File: config.mk
export PLATFORM = sky130hd
export DESIGN_NAME = rip_bp_update_scheduler
export DESIGN_NICKNAME = d
export VERILOG_FILES = /design/src/rtl/rip_bp_update_scheduler.sv
export SDC_FILE = /design/constraint.sdc
export NUM_CORES = 1
export LEC_CHECK = 0
export CAP_MARGIN = 10
export CORE_MARGIN = 2
export CORE_UTILIZATION = 35
export CTS_CLUSTER_SIZE = 14
export DETAILED_ROUTE_END_ITERATION = 6
export PLACE_DENSITY_LB_ADDON = 0.25
export SYNTH_ARGS = -nofsm -noshare
export SYNTH_HDL_FRONTEND = slang
export SYNTH_SLANG_ARGS = --single-unit
File: constraint.sdc
create_clock -name clk -period 5.2 [get_ports clk]
set_clock_uncertainty 0.1 [all_clocks]
set_input_delay 0.78 -clock clk [delete_from_list [all_inputs] [get_ports clk]]
set_output_delay 0.78 -clock clk [all_outputs]
set_load 0.03 [all_outputs]
File: src/rtl/rip_bp_update_scheduler.sv
// Branch-predictor update scheduler: queues resolved-branch PHT updates across stalls and sweeps the PHT on reset/flush.
// Optional statistics counters are enabled with the BP_STATS_EN macro.
package rip_bp_pkg;
  typedef enum logic [1:0] {
    STRONGLY_UNTAKEN = 2'd0,
    WEAKLY_UNTAKEN   = 2'd1,
    WEAKLY_TAKEN     = 2'd2,
    STRONGLY_TAKEN   = 2'd3
  } rip_bpw_t;
endpackage

module rip_bp_update_scheduler
  import rip_bp_pkg::*;
#(
  parameter int INDEX_WIDTH = 10,
  parameter int FIFO_DEPTH  = 4
) (
  input  logic                   clk,
  input  logic                   rst,
  input  logic                   stall,
  input  logic                   flush_req,
  input  logic                   resolve_valid,
  input  logic [INDEX_WIDTH-1:0] resolve_index,
  input  rip_bpw_t               resolve_weight,
  input  logic                   resolve_pred,
  input  logic                   resolve_actual,
  output logic                   resolve_ready,
  output logic                   overflow,
  output logic                   busy,
  output logic                   update,
  output logic [INDEX_WIDTH-1:0] update_index,
  output rip_bpw_t               update_weight,
  output logic                   actual,
`ifdef BP_STATS_EN
  output logic [31:0]            stat_updates,
  output logic [31:0]            stat_mispred,
`endif
  output logic                   dbg_state
);

  localparam int AW = $clog2(FIFO_DEPTH);
  localparam int PW = AW + 1;
  localparam int CW = INDEX_WIDTH + 1;

  typedef enum logic {ST_SWEEP = 1'b0, ST_RUN = 1'b1} state_t;

  typedef struct packed {
    logic [INDEX_WIDTH-1:0] index;
    rip_bpw_t               weight;
`ifdef BP_STATS_EN
    logic                   pred;
`endif
    logic                   actual;
  } entry_t;

  // Handshake: an entry is accepted when resolve_valid && resolve_ready in the
  // same cycle; resolve_ready reflects occupancy at the start of the cycle.
  state_t          r_state;
  logic [CW-1:0]   r_sweep_cnt;
  logic [PW-1:0]   r_wr_ptr;
  logic [PW-1:0]   r_rd_ptr;
  entry_t          r_mem [FIFO_DEPTH];
  logic            r_update;
  logic [INDEX_WIDTH-1:0] r_update_index;
  rip_bpw_t        r_update_weight;
  logic            r_actual;
  logic            r_ready;
  logic            r_overflow;
  logic            r_busy;

  state_t          w_state_nxt;
  logic            w_empty;
  logic            w_enq;
  logic            w_push;
  logic            w_pop;
  logic            w_issue;
  logic            w_sweep_done;
  entry_t          w_in_e;
  entry_t          w_issue_e;
  logic [PW-1:0]   w_wr_nxt;
  logic [PW-1:0]   w_rd_nxt;
  logic            w_ready_nxt;

  always_comb begin
    w_in_e.index  = resolve_index;
    w_in_e.weight = resolve_weight;
`ifdef BP_STATS_EN
    w_in_e.pred   = resolve_pred;
`endif
    w_in_e.actual = resolve_actual;
  end

`ifndef BP_STATS_EN
  logic w_unused_pred;
  assign w_unused_pred = resolve_pred;
`endif

  always_comb begin
    w_state_nxt  = r_state;
    w_empty      = (r_wr_ptr == r_rd_ptr);
    w_enq        = resolve_valid && r_ready;
    w_push       = 1'b0;
    w_pop        = 1'b0;
    w_issue      = 1'b0;
    w_issue_e    = r_mem[r_rd_ptr[AW-1:0]];
    w_sweep_done = r_sweep_cnt[INDEX_WIDTH];
    case (r_state)
      ST_SWEEP: if (w_sweep_done) w_state_nxt = ST_RUN;
      ST_RUN: begin
        w_push = w_enq;
        if (!stall) begin
          if (!w_empty) begin
            w_pop   = 1'b1;
            w_issue = 1'b1;
          end else if (w_enq) begin
            // Empty and unstalled: issue straight into the output register.
            w_push    = 1'b0;
            w_issue   = 1'b1;
            w_issue_e = w_in_e;
          end
        end
      end
      default: w_state_nxt = ST_SWEEP;
    endcase
    w_wr_nxt    = r_wr_ptr + PW'(w_push);
    w_rd_nxt    = r_rd_ptr + PW'(w_pop);
    w_ready_nxt = (w_state_nxt == ST_RUN) &&
                  ((w_wr_nxt ^ w_rd_nxt) != {1'b1, {AW{1'b0}}});
  end

  always_ff @(posedge clk) begin
    if (rst) begin
      r_state         <= ST_SWEEP;
      r_sweep_cnt     <= '0;
      r_wr_ptr        <= '0;
      r_rd_ptr        <= '0;
      r_update        <= 1'b0;
      r_update_index  <= '0;
      r_update_weight <= STRONGLY_UNTAKEN;
      r_actual        <= 1'b0;
      r_ready         <= 1'b0;
      r_overflow      <= 1'b0;
      r_busy          <= 1'b1;
    end else if (flush_req) begin
      r_state     <= ST_SWEEP;
      r_sweep_cnt <= '0;
      r_wr_ptr    <= '0;
      r_rd_ptr    <= '0;
      r_update    <= 1'b0;
      r_ready     <= 1'b0;
      r_overflow  <= 1'b0;
      r_busy      <= 1'b1;
    end else begin
      r_state    <= w_state_nxt;
      r_wr_ptr   <= w_wr_nxt;
      r_rd_ptr   <= w_rd_nxt;
      r_ready    <= w_ready_nxt;
      r_overflow <= resolve_valid && !r_ready;
      case (r_state)
        ST_SWEEP: begin
          if (w_sweep_done) begin
            r_update <= 1'b0;
            r_busy   <= 1'b0;
          end else begin
            // Predictor turns STRONGLY_UNTAKEN + taken into WEAKLY_UNTAKEN.
            r_update        <= 1'b1;
            r_update_index  <= r_sweep_cnt[INDEX_WIDTH-1:0];
            r_update_weight <= STRONGLY_UNTAKEN;
            r_actual        <= 1'b1;
            r_sweep_cnt     <= r_sweep_cnt + CW'(1);
            r_busy          <= 1'b1;
          end
        end
        default: begin
          r_update <= w_issue;
          r_busy   <= 1'b0;
          if (w_issue) begin
            r_update_index  <= w_issue_e.index;
            r_update_weight <= w_issue_e.weight;
            r_actual        <= w_issue_e.actual;
          end
        end
      endcase
    end
  end

  always_ff @(posedge clk) begin
    if (!rst && !flush_req && w_push) r_mem[r_wr_ptr[AW-1:0]] <= w_in_e;
  end

`ifdef BP_STATS_EN
  logic [31:0] r_stat_updates;
  logic [31:0] r_stat_mispred;

  // Counters survive flush_req; only rst clears them.
  always_ff @(posedge clk) begin
    if (rst) begin
      r_stat_updates <= '0;
      r_stat_mispred <= '0;
    end else if (!flush_req && (r_state == ST_RUN) && w_issue) begin
      r_stat_updates <= r_stat_updates + 32'd1;
      if (w_issue_e.pred != w_issue_e.actual) r_stat_mispred <= r_stat_mispred + 32'd1;
    end
  end

  assign stat_updates = r_stat_updates;
  assign stat_mispred = r_stat_mispred;
`endif

  assign resolve_ready = r_ready;
  assign overflow      = r_overflow;
  assign busy          = r_busy;
  assign update        = r_update;
  assign update_index  = r_update_index;
  assign update_weight = r_update_weight;
  assign actual        = r_actual;
  assign dbg_state     = r_state;

endmodule
# Yosys cells after proc, flatten, opt, wreduce, memory -nomap -nowiden
# Memory sizes are Yosys's and may differ from the RTL's. A register that Yosys moved wholly into a read port is not among the register bits.
# Cells that the tools add are included.
# totals
ff_bits	35
latch_bits	0
mem_bits_rw	52
mem_bits_ro	0
in_bits	19
memories	1
# classes
add_sub_neg	3
n_mul	0
n_div	0
magnitude_cmp	0
eq_ne	4
n_shift	0
mux	31
bitwise_logic	4
reduce_logical	11
# mem_list
memory	depth	width	rd	rd_clocked_by_memory_dff	write_ports	line	text
r_mem	4	13	1	1	1	62	entry_t r_mem [FIFO_DEPTH];
# ops
cell	n
$mux W13	3
$mux W10	3
$mux W1	20
$add A11 B1 Y11 const B	1
$mux W11	1
$mux W2	4
$add A3 B1 Y3	2
$logic_and A1 B1 Y1	5
$eq A3 B3 Y1	1
$logic_not A1 Y1	3
$ne A3 B3 Y1 const B	1
$not A1 Y1	3
$reduce_and A3 Y1	1
$xor A3 B3 Y3	1
$ne A2 B1 Y1 const B	1
$ne A2 B2 Y1 const B	1
$reduce_and A2 Y1	1
$reduce_or A2 Y1	1

# Depth between registers and ports, before layout
# Gate-level depths: netlist (run 1).
# depth
word_depth	8
depth_mapped	11
depth_no_buf	10

# Worst setup path after synthesis (run 1)
# Ideal clock, no wire load.
# synth_path
path_kind	input port to flip-flop
from	input port flush_req
to	memory r_mem[2][0] in the netlist's numbering (enable)
setup_ps	402
arrival_ps	2599
slack_ps	2098
cell_stages	4
n_path_buf	1
cell_sequence	or2_2 > clkbuf_1 > or3_1 > nor3b_1
# synth_between
elab_chain_len	5
# synth_lines
item	line	text
start: declaration	21	input logic flush_req,
$logic_not A1 Y1	188	if (!rst && !flush_req && w_push) r_mem[r_wr_ptr[AW-1:0]] <= w_in_e;
$logic_and A1 B1 Y1 (2 in a row)	188	
$mux W1	188	
$mux W1 (implied by the code)	188	
end: declaration	62	
# Every way passes these cells.

# Worst setup path in the final report (run 1)
# layout_path
from	input port flush_req
to	memory r_mem[2][5] in the netlist's numbering (enable)
# Same word-level chain as after synthesis.

==> results.toml, run 1 <==
[layout]
nets = 321
nFillCells = 980
stdcell_count = 438
antenna_cells = 0
area_delta_synth_final_pct = 19.59
final_layout_size_suffix_gt1_share_pct = 14.90

[global_route]
grt_pass1_vias = 2230
grt_util_all_layers_pct = 13.72
grt_pass1_wl_mm = 11.78
grt_max_degree = 26
antenna_found_initial = 0
gr-total-overflow = 0

[clock_tree]
numCtsBuffers = 9
post_cts_buffers = 0
path_clk_slew_ps = 80
cts_hold_buf = 0
htree_num_levels = 3
clk_latency_ps = 350
cts_num_sinks = 87
cts_tree = "done"
cts_buffer_depth = 2
cts_resized = 0
cts_root_buf = "clkbuf_8"

[worst_setup_path]
r2r-start = "r_rd_ptr[0]"
setup.worst_path.class = "primary input to register"
cpPeakStageDelay_ps = 710
cp-end-kind = "register"
rrSetupSlack_ps = 2190
path_buf_inv = 2
required_ps = 5140
crit_path_top_delay_cell = "clkdlybuf4s50_1"
crit_fanout = 15
reg2reg_depth = 10
crit_family = "simple AND/OR/NAND/NOR gates"
worstPathCellList = "clkdlybuf4s50_1 > or2_2 > or3_1 > nor3b_2 > buf_4"
r2r_end = "resolve_ready"
worstPathArrival_ps = 3020
start_kind = "primary input"

[timing]
period_share_pct = 59.25
hold_viol = 0
relSlewSlack_pct = 40.59
tightest_slew_ps = 889.9
setup_viol = 0
rsz0062_at_grt = "no"
fin_tns_setup_ps = 0
drv_slew = 0
fmax_ghz = 0.3246
period_needed_ps = 3081

[power]
ir_worst_vdd_v = 0.0001946
pwr-share-seq_pct = 55.5
p_clk_share_pct = 39.8
combPwrFrac_pct = 4.7
swShare_pct = 21.00
p_sw_mw = 0.2789
intPower_mw = 1.049
powerDensity_nw_per_um2 = 296.7
leakagePower_nw = 1.585

[synth]
synthCells = 258
synth_fp_nets = 282
ys_warn_count = 0
synth_area_sq_um = 3744
syn_area_per_cell_sq_um = 14.51
ys_ff_latch = 87
yosysSeqAreaShare_pct = 60.43
synthDistinctLibCells = 42

[placement]
port_buffers = 35
dp_cells = 422
place.gp.congestion = 0.8013
dp.final_hpwl_mm = 4.805

[floorplan]
initial_core_util_pct = 36.10
die_y_um = 107.4
die_width_um = 107.4
die-area_sq_um = 11540
pin_count = 37
rows = 37
core-area_sq_um = 10370

[route]
vias_per_cell = 5.025
drc = 0
first_pass_iters = 4
wl_per_cell_um = 16.78
drt_iter0_markers = 71
vias = 2201
ant_nets = 0
wirelength_mm = 7.349

[hold_path]
worstHoldEndpoint = "actual"
whs_path_depth = 2
min_from = "actual"
hold_path_class = "register to register"

[status]
outcome = "finished, final reports clean"

[job]
cap_violations = 0
cells by family (layout without fill, tap and decap cells):
kind of cell / count (synthesis) / in the layout / synth area share (%)
xor+xnor: 15 / 15 / 3.710
simple gates: 79 / 79 / 11.60
mux: 26 / 26 / 13.70
buf+inv: 17 / 61 / 2.640
flops: 87 / 87 / 60.43
compound gates: 29 / 29 / 6.250
fa+ha+maj: 5 / 5 / 1.671
sequential cells by signal (all words and copies together), names as in the netlist:
name	count
r_mem	52
r_sweep_cnt	11
update_index	10
r_rd_ptr	3
r_wr_ptr	3
update_weight	2
actual	1
busy	1
dbg_state	1
overflow	1
resolve_ready	1
update	1
worst max path at each step:
stage,start,end,depth (start not counted)
after global routing,r_rd_ptr[0],resolve_ready,10
final,flush_req,r_mem[2][5],5
after detailed placement,flush_req,r_mem[2][0],5
after CTS,r_rd_ptr[0],resolve_ready,10
after global placement,flush_req,r_mem[2][0],5
after floorplan,flush_req,r_mem[2][0],4
layout make-up:
cell class	instances	area, sq um	share of cell area, %
well taps	136	170.2	3.801
inverters	4	15.01	0.3354
flip-flops and latches	87	2262	50.53
repair buffers	41	395.4	8.832
multi-input cells	154	1405	31.39
clock inverters	6	91.34	2.040
clock buffers	10	137.6	3.074
power groups by stage:
| stage | combinational (mW) | sequential [mW] | clock, mW |
|---|---|---|---|
| after floorplan | 0.0172 | 0.764 | 0 |
| after global placement | 0.0619 | 0.754 | 0 |
| after detailed placement | 0.0624 | 0.754 | 0 |
| after CTS | 0.0627 | 0.738 | 0.546 |
| after global routing | 0.0674 | 0.739 | 0.576 |
| final | 0.0621 | 0.738 | 0.528 |
cells in the mapped netlist:
master	count	area [sq um]
mux2_2	5	56.30
nor3b_1	4	30.03
nand4_1	4	25.02
and2_1	5	31.28
a221oi_2	3	45.04
nor2_1	20	75.07
ha_1	5	62.56
a22oi_1	2	15.01
edfxtp_1	52	1562
a21oi_1	3	15.01
a211oi_2	1	12.51
nor2b_1	11	68.82
and4_1	1	8.760
or3_1	10	62.56
a31oi_1	1	6.260
dfxtp_1	35	700.7
a21o_1	1	7.510
o22a_1	1	8.760
buf_12	1	20.02
o31ai_1	1	7.510
inv_1	4	15.01
xor2_2	1	16.27
mux2_4	7	105.1
nand3b_1	1	7.510
a221oi_1	4	35.03
xnor2_1	4	35.03
mux4_1	13	341.6
xor2_1	10	87.58
nor4_1	1	6.260
buf_2	3	15.01
o41ai_1	1	8.760
clkbuf_1	7	26.28
nand2_1	7	26.28
buf_6	2	22.52
o21a_1	4	30.03
mux2i_1	1	10.01
nand3_1	1	5.000
o21ai_0	4	20.02
a211oi_1	3	22.52
nor4_4	1	21.27
or2_2	1	6.260
nor3_1	12	60.06
per-layer routing:
layer  part of all wire, %  up-vias  global-route usage, %
li1                      -     1068                      -
met1                    48     1093                  17.35
met2                    48       35                  22.51
met3                   3.0        5                  3.692
met4                   1.3        0                  5.220
met5                     0        -                      0
layout by cell type, fill, tap and decap left out, types with 2 or more instances in the layout:
cell type	synthesis	layout
nand4_1	4	4
nand2_1	7	7
or3_1	10	10
dfxtp_1	35	35
bufinv_16	0	2
nor2_1	20	20
mux2_4	7	7
o21a_1	4	4
nor3_1	12	11
inv_1	4	4
ha_1	5	5
o21ai_0	4	4
nor2b_1	11	11
buf_4	0	6
a221oi_2	3	3
inv_6	0	2
nor3b_2	0	2
a22oi_1	2	2
clkbuf_8	0	10
a21oi_1	3	3
clkdlybuf4s50_1	0	35
mux4_1	13	13
a211oi_1	3	3
edfxtp_1	52	52
a221oi_1	4	4
and2_1	5	5
mux2_2	5	5
xnor2_1	4	4
nor3b_1	4	2
xor2_1	10	10
stage by stage:
step | area, sq um | utilization, % | hold WS [ps] | setup slack (ps) | power [mW]
4_1_cts | 4477 | 43.17 | 384.9 | 2147 | 1.347
3_3_place_gp | 4248 | 40.96 | 364.4 | 1786 | 0.8156
5_1_grt | 4477 | 43.17 | 443.6 | 1901 | 1.382
3_5_place_dp | 4248 | 40.96 | 372.8 | 1786 | 0.8162
6_report | 4477 | 43.17 | 384.5 | 2119 | 1.328
2_1_floorplan | 3744 | - | 371.2 | 2098 | 0.7807
worst min-delay path, stage by stage (launching register included):
cell      delay (ps)
dfxtp_1          310
inv_1             50
a221oi_1          60
Note: power is estimated with default switching activity, not from simulation.
==> run 2, diff against run 1 <==
- clock period: 5.2 -> 2.9 ns (I/O delays scaled with it)
==> run 2 against run 1 <==
Against the previous run: cell area up 0.61%; first-iteration DRC count up 38%; largest power group unchanged; worst hold slack improved by 15 ps.
==> results.toml, run 2 (synthesized netlist as in run 1, its figures left out) <==
[timing]
whs_ps = 399.1
tightest_slew_ps = 547.6
layout_setup_ws_ps = 480.3
fin_tns_setup_ps = 0
fmax_ghz = 0.4133
period_needed_ps = 2420
relSlewSlack_pct = 63.22
setup_viol = 0
rsz0062_at_grt = "no"
hold_viol = 0
period_share_pct = 83.44
drv_slew = 0

[layout]
layout_commonest_cell = "edfxtp_1"
nFillCells = 975
stdcell_count = 446
ff_latch_area_sq_um = 2262
most-common-layout-cells = "edfxtp_1 (52), dfxtp_1 (35), clkdlybuf4s50_1 (35)"
multiInputGateArea_sq_um = 1405
antenna_cells = 0
fin_area_sq_um = 4504
nets = 329
final_layout_size_suffix_gt1_share_pct = 17.10
largest_reg_flops = 52
fin_util_pct = 43.44
area_delta_synth_final_pct = 20.32

[route]
ant_nets = 0
drc = 0
wirelength_mm = 7.306
vias = 2212
wl_per_cell_um = 16.38
first_pass_iters = 4
vias_per_cell = 4.960
drt_iter0_markers = 98

[clock_tree]
htree_num_levels = 3
post_cts_buffers = 0
cts_tree = "done"
cts_num_sinks = 87
numCtsBuffers = 9
cts_root_buf = "clkbuf_8"
cts_resized = 0
cts_buffer_depth = 2
clk_latency_ps = 350
path_clk_slew_ps = 100
cts_hold_buf = 0

[placement]
port_buffers = 35
dp_cells = 430
dp.final_hpwl_mm = 4.915
place_area_sq_um = 4308
place.gp.congestion = 0.7686
post-place-ws_ps = 205.1

[global_route]
grt_max_degree = 23
grt_pass1_wl_mm = 11.70
antenna_found_initial = 0
gr-total-overflow = 0
grt_pass1_vias = 2234
grt_util_all_layers_pct = 13.46

[worst_setup_path]
cp_common_cell = "or3_1"
startpoint = "r_wr_ptr[0]"
crit_fanout = 13
crit_path_top_delay_cell = "dfxtp_1"
start_kind = "register"
cpPeakStageDelay_ps = 480
reg2reg_depth = 6
worstPathCellList = "xor2_1 > or3_1 > nor2_1 > or3_1 > nor3b_2 > buf_4"
cp-end-kind = "register"
required_ps = 2850
worstPathArrival_ps = 2370
r2r-start = "r_wr_ptr[0]"
setup.worst_path.class = "register to register"

[power]
powerDensity_nw_per_um2 = 505.6
leakagePower_nw = 1.612
power.total_mw = 2.278
ir_worst_vdd_v = 0.0002783

[job]
cap_violations = 0

[floorplan]
initial_core_util_pct = 36.10
core-area_sq_um = 10370
die_width_um = 107.4
die_y_um = 107.4
rows = 37
pin_count = 37
die-area_sq_um = 11540

[status]
outcome = "finished, final reports clean"

[hold_path]
whs_path_depth = 2
hold_path_class = "register to register"
min_from = "actual"
## run 2: cell types whose count changed in the layout (fill, tap and decap cells not counted)
cell	delta
buf_4	+8
inv_8	+5
bufinv_16	-2
inv_6	-2
clkbuf_8	-1
clkinvlp_2	-1
clkinvlp_4	+1
## run 2: final cells by class
type                    instances  share of cell area [%]
flip-flops and latches         87                   50.22
clock buffers                   9                   2.750
well taps                     136                   3.778
repair buffers                 49                   10.11
inverters                       4                  0.3333
clock inverters                 7                   1.611
multi-input cells             154                   31.19
## run 2: routing by layer
layer | vias up | GRT usage [%] | share of wire [%]
met3 | 10 | 2.421 | 3.2
met1 | 1091 | 17.98 | 47
li1 | 1078 | - | -
met4 | 0 | 5.495 | 1.9
met2 | 33 | 21.70 | 48
met5 | - | 0 | 0
## run 2: worst paths after layout
check	slack, ps	to
max	480	r_mem[2][4]
min	400	actual
max reg2reg	480	r_mem[2][4]
min reg2reg	400	actual
## run 2: critical path: cells and delay by family (launching register included)
family / cells / cell delay, ps
buf+inv: 1 / 250
simple gates: 4 / 870
xor+xnor: 1 / 430
flops: 1 / 480
## run 2: power by group
| group | total (mW) | switching [mW] | internal [mW] | leakage [nW] |
|---|---|---|---|---|
| combinational | 0.115 | 0.0607 | 0.0538 | 0.761 |
| sequential | 1.32 | 0.00752 | 1.32 | 0.752 |
| clock | 0.839 | 0.496 | 0.343 | 0.0992 |
| total | 2.28 | 0.565 | 1.71 | 1.61 |
